**config.mk**
```make
export PLATFORM = sky130hd
export DESIGN_NAME = periph_bus_fabric
export DESIGN_NICKNAME = d
export VERILOG_FILES = /design/src/rtl/periph_bus_fabric.sv
export SDC_FILE = /design/constraint.sdc
export NUM_CORES = 1
export LEC_CHECK = 0
export BUFFER_PORTS_ARGS = -buffer_cell sky130_fd_sc_hd__buf_4
export CAP_MARGIN = 20
export CORE_AREA = 2 2 163 165
export CTS_BUF_LIST = sky130_fd_sc_hd__clkbuf_8 sky130_fd_sc_hd__clkbuf_16
export DETAILED_ROUTE_END_ITERATION = 8
export DIE_AREA = 0 0 165 167
export PLACE_DENSITY = 0.57
export REMOVE_ABC_BUFFERS = 1
export SLEW_MARGIN = 15
export SYNTH_ARGS = -nofsm -noshare
export SYNTH_HDL_FRONTEND = slang
export SYNTH_SLANG_ARGS = --single-unit
```
**constraint.sdc**
```tcl
create_clock -name clk -period 3.4 [get_ports clk]
set_input_delay 0.51 -clock clk [delete_from_list [all_inputs] [get_ports clk]]
set_output_delay 0.51 -clock clk [all_outputs]
set_load 0.02 [all_outputs]
```
**src/rtl/periph_bus_fabric.sv**
```systemverilog
// Peripheral fabric: decodes mem_addr[31:16] to a registered one-hot slave select; optional abort timer under BUS_TIMEOUT_EN.
// Latency: busy for the strobe cycle plus every WAIT cycle (min 2); the CPU stalls via mem_rbusy/mem_wbusy until s_ready.
module periph_bus_fabric #(
    parameter int          NSLV    = 8,
    parameter logic [15:0] BASE_HI = 16'h0040,
    parameter int          TIMEOUT = 255,
    parameter int          TO_W    = 8
) (
    input  logic                 clk,
    input  logic                 reset,
    input  logic [31:0]          mem_addr,
    input  logic [31:0]          mem_wdata,
    input  logic [3:0]           mem_wmask,
    input  logic                 mem_rstrb,
    output logic [31:0]          mem_rdata,
    output logic                 mem_rbusy,
    output logic                 mem_wbusy,
    output logic [NSLV-1:0]      s_cs,
    output logic                 s_rd,
    output logic                 s_wr,
    output logic [4:0]           s_addr,
    output logic [31:0]          s_wdata,
    output logic [3:0]           s_wmask,
    input  logic [NSLV*32-1:0]   s_rdata,
    input  logic [NSLV-1:0]      s_ready,
    output logic                 bus_err
);
    localparam int SW = (NSLV > 1) ? $clog2(NSLV) : 1;

    typedef enum logic {IDLE, WAIT} state_t;

    state_t        state;
    logic [SW-1:0] slot;
    logic [SW-1:0] dec_slot;
    logic          op_wr;
    logic          req_wr;
    logic          req;
    logic [15:0]   hi_off;
    logic          ready_sel;
    logic [31:0]   rd_arr [NSLV];

    assign req_wr = |mem_wmask;
    assign req    = req_wr | mem_rstrb;
    assign hi_off = mem_addr[31:16] - BASE_HI;

    // Anything outside the peripheral window falls through to the RAM slot.
    always_comb begin
        dec_slot = '0;
        if (mem_addr[31:16] >= BASE_HI && hi_off <= 16'(NSLV - 2))
            dec_slot = SW'(hi_off + 16'd1);
    end

    for (genvar k = 0; k < NSLV; k++) begin : g_rd
        assign rd_arr[k] = s_rdata[32*k +: 32];
    end

    assign ready_sel = s_ready[slot];

    assign mem_rbusy = (state == IDLE) ? (mem_rstrb & ~req_wr) : ~op_wr;
    assign mem_wbusy = (state == IDLE) ? req_wr : op_wr;

`ifdef BUS_TIMEOUT_EN
    logic [TO_W-1:0] to_cnt;
`else
    logic unused_cfg;
    assign unused_cfg = ^{TIMEOUT[0], TO_W[0]};
    assign bus_err    = 1'b0;
`endif

    logic unused_addr;
    assign unused_addr = ^mem_addr[15:5];

    always_ff @(posedge clk) begin
        if (reset) begin
            state     <= IDLE;
            slot      <= '0;
            op_wr     <= 1'b0;
            s_cs      <= '0;
            s_rd      <= 1'b0;
            s_wr      <= 1'b0;
            s_addr    <= '0;
            s_wdata   <= '0;
            s_wmask   <= '0;
            mem_rdata <= '0;
`ifdef BUS_TIMEOUT_EN
            to_cnt    <= '0;
            bus_err   <= 1'b0;
`endif
        end else begin
            s_rd <= 1'b0;
            s_wr <= 1'b0;
            case (state)
                IDLE: begin
                    if (req) begin
                        state   <= WAIT;
                        slot    <= dec_slot;
                        op_wr   <= req_wr;
                        s_cs    <= NSLV'(1) << dec_slot;
                        s_rd    <= ~req_wr;
                        s_wr    <= req_wr;
                        s_addr  <= mem_addr[4:0];
                        s_wdata <= mem_wdata;
                        s_wmask <= mem_wmask;
`ifdef BUS_TIMEOUT_EN
                        to_cnt  <= '0;
`endif
                    end
                end
                WAIT: begin
                    if (ready_sel) begin
                        state <= IDLE;
                        s_cs  <= '0;
                        if (!op_wr)
                            mem_rdata <= rd_arr[slot];
                    end
`ifdef BUS_TIMEOUT_EN
                    // to_cnt counts WAIT cycles already spent; this is the TIMEOUT-th one.
                    else if (to_cnt == TO_W'(TIMEOUT - 1)) begin
                        state   <= IDLE;
                        s_cs    <= '0;
                        bus_err <= 1'b1;
                        if (!op_wr)
                            mem_rdata <= 32'hDEAD_BEEF;
                    end else begin
                        to_cnt <= to_cnt + 1'b1;
                    end
`endif
                end
            endcase
        end
    end
endmodule

```
After elaboration in Yosys (flattened, before gate mapping). Index checks and enable logic that the tools add are counted.

Bits in registers: 88. Latch bits: 0. RAM bits: 0. Memory bits (read-only): 0. Bits of input ports: 335. Output and inout bits: 86. Word-level logic and storage cells: 46. Memories: 0.

$add $sub $neg: 2. Multipliers: 0. Divide/modulo/power cells: 0. $lt $le $gt $ge: 4. Equality and inequality tests: 2. Shifts and indexed selects: 1. Muxes and demuxes: 14. Bitwise operators: 7. Reductions and logical operators: 6.

Operators with widths (number): binary-select mux 32 bit (select 3 bit) (1); 2-to-1 mux 32 bit (2); greater-or-equal comparator 16 x 7 -> 1 bit, second input constant (1); less-or-equal comparator 16 x 3 -> 1 bit, second input constant (1); 2-to-1 mux 8 bit (2); case mux 8 bit (2 select lines) (1); subtractor 16 x 7 -> 16 bit, second input constant (1); left shift 1 x 3 -> 8 bit, first input constant (1); 2-to-1 mux 1 bit (5); greater-or-equal comparator 4 bit, second input constant (1); less-than comparator 3 x 4 -> 1 bit, second input constant (1); NOT 1 bit (4); NOT 3 -> 4 bit (1); AND reduction 2 bit (2); OR reduction 4 bit (1); adder 3 x 1 -> 3 bit, second input constant (1); binary-select mux 1 bit (select 3 bit) (1); 2-to-1 mux 3 bit (1); AND reduction 3 bit (1); OR reduction 3 bit (1); != test 2 x 1 -> 1 bit, second input constant (1); != test 2 bit, second input constant (1); case mux 1 bit (2 select lines) (1); AND 1 bit (1); 2 further kinds (2).

Longest topological paths before layout. Gate-level depths: netlist of the first run.

Depth in word-level cells: 7. Mapped depth: 8. Depth with buffers taken out: 6.

Worst setup path after synthesis of the first run. OpenSTA, ideal clock, no wires.

Kind: input to output. Start: input mem_wmask[0]. End: output mem_rbusy. Data arrival time: 1.558 ns. Data required time: 2.890 ns. Path slack: 1.332 ns. Cell stages on the path: 4. Path buffers: 0. Cells stage by stage: or4_4 nor2_1 nand2_1 o21ai_0.

Cells in the longest elaborated chain, start to end: 4.

Ends and longest elaborated chain: from (decl) (RTL line 13) `input logic [3:0] mem_wmask,`; OR reduction 4 bit (RTL line 42) `assign req_wr = |mem_wmask;`; NOT 1 bit (RTL line 59) `assign mem_rbusy = (state == IDLE) ? (mem_rstrb & ~req_wr) : ~op_wr;`; AND 1 bit (RTL line 59); 2-to-1 mux 1 bit (RTL line 59); to (decl) (RTL line 16) `output logic mem_rbusy,`.

No other way between the ends.

Worst setup path in the final report of the first run. Same ends and word-level chain as after synthesis.

==> impl_metrics.toml, run 1 <==
[clock_tree]
worstSkewPairLatency_ns = 0.35
clockBufferDepth = 2
hold_buffers = 0
cts.reportedPaths.clkPinSlew_ns = 0.07
root_buffer = "clkbuf_16"
cts_sinks = 88
cts_tree = "done"
cts_resized = 0
cts.htree.levels = 3
cts_buffers = 9
cts_setup_buffers = 0

[die]
start_util_pct = 20.3
dieArea_um2 = 27600
die_w_um = 165
die_h_um = 167
ios = 421
fp-row-count = 59
coreArea_um2 = 25800

[setup_path]
path_max_fanout = 4
path_common_cell = "buf_4"
start_kind = "input pin"
arrival_ns = 1.81
slowest_delay_ns = 0.57
worst_path_max_delay_cell = "or4_4"
path_buf_inv = 2
crit_family = "simple AND/OR/NAND/NOR gates"
critPathKind = "input pin to output port"
worstSetupEndpointType = "output port"
path_cells = "buf_4 -> or4_4 -> nor2_1 -> nand2_1 -> o21ai_0 -> buf_4"
critPathRequiredTime_ns = 2.89

[drt]
drt-total-wl_um = 22900
dr.first_iter.drc_count = 213
route.detailed.drc = 0
vias = 5489
postRouteAntennaNets = 0
routedWlPerCell_um = 18.9
drtPass1Iterations = 4
viasPerCell = 4.54

[timing]
fin_skew_ns = 0.0149
finalMaxSlewViolations = 0
rsz0062_at_grt = "no"
finalHoldViolCount = 0
finalSetupViolations = 0
worst_slew_pin_slew_ns = 0.661
final.period_utilization_pct = 68.3
fmax_mhz = 431
relSlewSlack_pct = 55.5
fin_crit_ns = 2.32

[synth]
async_flop_share_pct = 0
syn_area_per_cell_um2 = 10.7
synthFlopType = "dfxtp_1"
syn_area_um2 = 5220
yosys_warnings = 0
synth_area_leader_cell = "dfxtp_1"
synth_cell_type_count = 39
synthTopCellsByCount = "dfxtp_1 (88), nand2_1 (84), mux4_2 (64)"
synth_edf_count = 0
synth_top_area_share_pct = 33.7
yosysMostFrequentCell = "dfxtp_1"
ys_seq_elements = 88
ys_top_cells_by_area = "dfxtp_1 (34%), mux4_2 (28%), mux2i_1 (7.7%)"
synth-seq-area-share_pct = 33.7
synthCells = 486

[place]
placed_cell_area_um2 = 8580
dpl.hpwl_um = 18300
gp_congestion = 0.816
port_buffers = 408

[outcome]
status = "completed"

[finish]
drive_gt1_share_pct = 58.9
finalNetCount = 1205
final_area_um2 = 8880
syn2layout_area_growth_pct = 70.2
finalCoreUtilization_pct = 34.5

[global_route]
overflow = 0
antenna_found_initial = 2
grt_pass1_wl_um = 33600
grt_pass1_vias = 5573
grt_usage_pct = 16.2
grt_max_degree = 66

[pwr]
power_density_nw_per_um2 = 324
power_mw = 2.87
p_leak_nw = 3.78
ir_worst_vdd_mv = 0.184

[hold_path]
hold_class = "input pin to flip-flop"

[job]
drv_cap = 0
## layout make-up
| cell class | instances | area [µm²] |
|---|---|---|
| inverters | 4 | 15.0 |
| well taps | 335 | 419 |
| repair buffers | 418 | 3170 |
| diodes | 1 | 2.50 |
| flip-flops and latches | 88 | 1770 |
| fillers | 2710 | 16900 |
| clock inverters | 7 | 71.3 |
| clock buffers | 9 | 225 |
| multi-input cells | 347 | 3210 |
## state kept, by name, summed over array words and instances, names as in the netlist
signal	flops
mem_rdata	32
s_wdata	32
s_cs	8
s_addr	5
s_wmask	4
slot	3
op_wr	1
s_rd	1
s_wr	1
state	1
## cells by family after synthesis
logic type                 after synthesis  synth area share, %
xor gates and xnor gates                 2                0.336
and+or+nand+nor                        149                 13.0
DFF                                     88                 33.7
adders and majority gates                2                0.479
muxes                                  104                 35.3
other                                    1               0.0718
AOI/OAI and AO/OA                       89                 12.1
buffers and inverters                   51                 4.94
## where the power goes
part           switching (mW)  leakage (nW)  total (mW)  internal, mW
Combinational           0.294          2.92       0.709         0.416
Clock                   0.477         0.144        1.05         0.573
Sequential             0.0304         0.724        1.11          1.08
Total                   0.801          3.78        2.87          2.07
## through the flow
step	instances	TNS, ns	worst slack [ns]	hold slack, ns
global route	1208	0	0.970	0.401
floorplan	439	-34.77	-0.953	0.479
detailed placement	1192	0	1.09	0.447
global placement	1191	0	1.10	0.443
CTS	1208	0	1.09	0.385
finish	1209	0	1.08	0.406
## per-layer routing
layer / wire [µm] / track usage, %
met1: 9200 / 19.9
met3: 2010 / 4.91
met5: 16 / 0
met4: 242 / 3.78
met2: 11400 / 27.7
## tightest hold or removal path: stages
cell and delay, ns:
buf_4 0.11, nand2_1 0.04, a21oi_1 0.05
## cell usage in the layout, fill, tap and decap left out, drive strengths merged, types with 2 or more instances in the layout
cell type | netlist | final
buf | 35 | 418
dfxtp | 88 | 88
nand2 | 84 | 84
mux4 | 64 | 64
a21oi | 42 | 42
mux2i | 40 | 40
nor3 | 36 | 36
a31o | 33 | 33
nor2 | 13 | 13
clkbuf | 12 | 9
a22o | 6 | 6
inv | 4 | 6
nand3 | 4 | 4
nor4 | 3 | 3
or4 | 2 | 2
and2 | 2 | 2
ha | 2 | 2
clkinvlp | 0 | 2
o21ai | 2 | 2
clkinv | 0 | 2
a22oi | 2 | 2
a32o | 2 | 2
## path summary, 6_finish.rpt
path                            slack, ns  cells after the start                      from                    endpoint
worst max-delay path                 1.08                      6              mem_wmask[0]                   mem_rbusy
worst min-delay path                 0.41                      3              mem_wdata[2]     s_wdata[2]$_SDFFE_PP0P_
worst max register to register       1.16                      6      slot[0]$_SDFFE_PP0P_  mem_rdata[14]$_SDFFE_PP0P_
worst min register to register       0.45                      2  s_wdata[31]$_SDFFE_PP0P_    s_wdata[31]$_SDFFE_PP0P_
No activity file was read; power rests on OpenSTA's default activity.
==> run 2, diff against run 1 <==
--- a/config.mk
+++ b/config.mk
@@ -11,7 +11,7 @@
 export CTS_BUF_LIST = sky130_fd_sc_hd__clkbuf_8 sky130_fd_sc_hd__clkbuf_16
 export DETAILED_ROUTE_END_ITERATION = 8
 export DIE_AREA = 0 0 165 167
-export PLACE_DENSITY = 0.57
+export PLACE_DENSITY = 0.59
 export REMOVE_ABC_BUFFERS = 1
 export SLEW_MARGIN = 15
 export SYNTH_ARGS = -nofsm -noshare
==> constraint.sdc (replaced) <==
create_clock -name clk -period 2.1 [get_ports clk]
set_input_delay 0.315 -clock clk [delete_from_list [all_inputs] [get_ports clk]]
set_output_delay 0.315 -clock clk [all_outputs]
set_load 0.02 [all_outputs]
==> impl_metrics.toml, run 2 (synthesis gave the netlist of run 1 again) <==
[die]
fp-row-count = 59
coreArea_um2 = 25800
die_w_um = 165
die_h_um = 167
ios = 421
start_util_pct = 20.3
dieArea_um2 = 27600

[clock_tree]
cts_buffers = 9
cts_resized = 0
hold_buffers = 0
cts.htree.levels = 3
cts_setup_buffers = 0
cts.reportedPaths.clkPinSlew_ns = 0.07
root_buffer = "clkbuf_16"
worstSkewPairLatency_ns = 0.36
cts_sinks = 88
clockBufferDepth = 2
cts_tree = "done"

[pwr]
intPower_mw = 3.37
power_mw = 4.66
power_density_nw_per_um2 = 515
clockPowerShare_pct = 36.3
p_comb_share_pct = 25.0
ir_worst_vdd_mv = 0.291
p_sw_share_pct = 27.7
p_leak_nw = 3.88
switchingPower_mw = 1.29
seqPwrFrac_pct = 38.7

[outcome]
status = "completed"

[drt]
routedWlPerCell_um = 18.6
postRouteAntennaNets = 0
vias = 5515
dr.first_iter.drc_count = 254
drt-total-wl_um = 22800
drtPass1Iterations = 4
route.detailed.drc = 0
viasPerCell = 4.51

[setup_path]
path_buf_inv = 1
path_max_fanout = 14
slowest_delay_ns = 0.54
reg2regPathDepth = 5
critPathKind = "flip-flop to flip-flop"
worst_path_max_delay_cell = "dfxtp_4"
arrival_ns = 2.14
start_kind = "flip-flop"
worstSetupEndpointType = "flip-flop"
critPathRequiredTime_ns = 2.35
crit_family = "multiplexers"
path_depth = 5
path_cells = "buf_4 -> mux4_2 -> mux2i_1 -> nor3_1 -> a31o_1"

[finish]
nFillCells = 2646
syn2layout_area_growth_pct = 73.3
multiInputGateArea_um2 = 3210
register_area_um2 = 1770
final_common_cell = "buf_4"
finalNetCount = 1218
fin_cells = 1224
reg_top3 = "mem_rdata: 32 flops, s_wdata: 32 flops, s_cs: 8 flops"
drive_gt1_share_pct = 59.6
final_cell_mix = "buf_4 (424), dfxtp_1 (85), nand2_1 (84)"

[timing]
relSlewSlack_pct = 63.7
finalSetupViolations = 0
worst_slew_pin_slew_ns = 0.544
setup_slack_ns = 0.211
rsz0062_at_grt = "no"
fin_skew_ns = 0.0173
finalMaxSlewViolations = 0
fmax_mhz = 529
finalHoldViolCount = 0
timing.setup.tns_ns = 0
final.period_utilization_pct = 90.0
fin_crit_ns = 1.89

[place]
port_buffers = 408
dpl.hpwl_um = 18900
placed_cells = 1205
dp_slack_ns = 0.164
gp_congestion = 0.789

[global_route]
grt_usage_pct = 16.3
grt_pass1_wl_um = 33800
antenna_found_initial = 3
grt_max_degree = 56
overflow = 0
grt_pass1_vias = 5856

[hold_path]
min_path_cells = 2
hold_class = "input pin to flip-flop"

[job]
drv_cap = 0
-- run 2: metrics by stage --
step,hold slack (ns),utilization [%],cell area [µm²]
after floorplan,0.384,-,4980
after global placement,0.443,33.8,8720
after detailed placement,0.451,33.9,8740
after CTS,0.190,35.1,9040
after global routing,0.206,35.1,9040
final,0.209,35.1,9050
-- run 2: worst paths after layout --
kind,slack [ns],to,from
max,0.21,mem_rdata[24]$_SDFFE_PP0P_,slot[1]$_SDFFE_PP0P_
min,0.21,s_rd$_SDFF_PP0_,reset
max reg2reg,0.21,mem_rdata[24]$_SDFFE_PP0P_,slot[1]$_SDFFE_PP0P_
min reg2reg,0.46,s_wdata[9]$_SDFFE_PP0P_,s_wdata[9]$_SDFFE_PP0P_
-- run 2: worst register-to-register path, delay by kind of cell (launching register included) --
| family | cells | cell delay, ns |
|---|---|---|
| buffers and inverters | 1 | 0.27 |
| flip-flops | 1 | 0.54 |
| AND/OR/NAND/NOR | 1 | 0.08 |
| multiplexers | 2 | 0.72 |
| AO/OA/AOI/OAI | 1 | 0.19 |
-- run 2: power groups by stage --
| stage | logic, mW | clock network (mW) | registers (mW) |
|---|---|---|---|
| floorplan | 0.305 | 0 | 1.95 |
| global placement | 1.16 | 0 | 1.84 |
| detailed placement | 1.18 | 0 | 1.84 |
| CTS | 1.18 | 1.78 | 1.80 |
| global route | 1.26 | 1.83 | 1.82 |
| finish | 1.16 | 1.69 | 1.80 |
-- run 2: cell type report --
| type | instances | share of cell area (%) |
|---|---|---|
| clock inverter | 7 | 0.775 |
| clock buffer | 9 | 2.49 |
| multi-input combinational | 347 | 35.5 |
| antenna | 3 | 0.0830 |
| tap | 335 | 4.63 |
| inverter | 4 | 0.166 |
| timing repair buffer | 431 | 36.8 |
| sequential | 88 | 19.6 |
-- run 2: routing by layer --
layer  wire (µm)  part of all wire [%]  global-route usage [%]  up-vias
met5           0                     0                       0        -
met4         307                   1.3                    4.76        0
met2       11500                    50                    28.1      240
met1        9030                    40                    19.5     2617
met3        1960                   8.6                    4.56       18
li1            -                     -                       -     2640
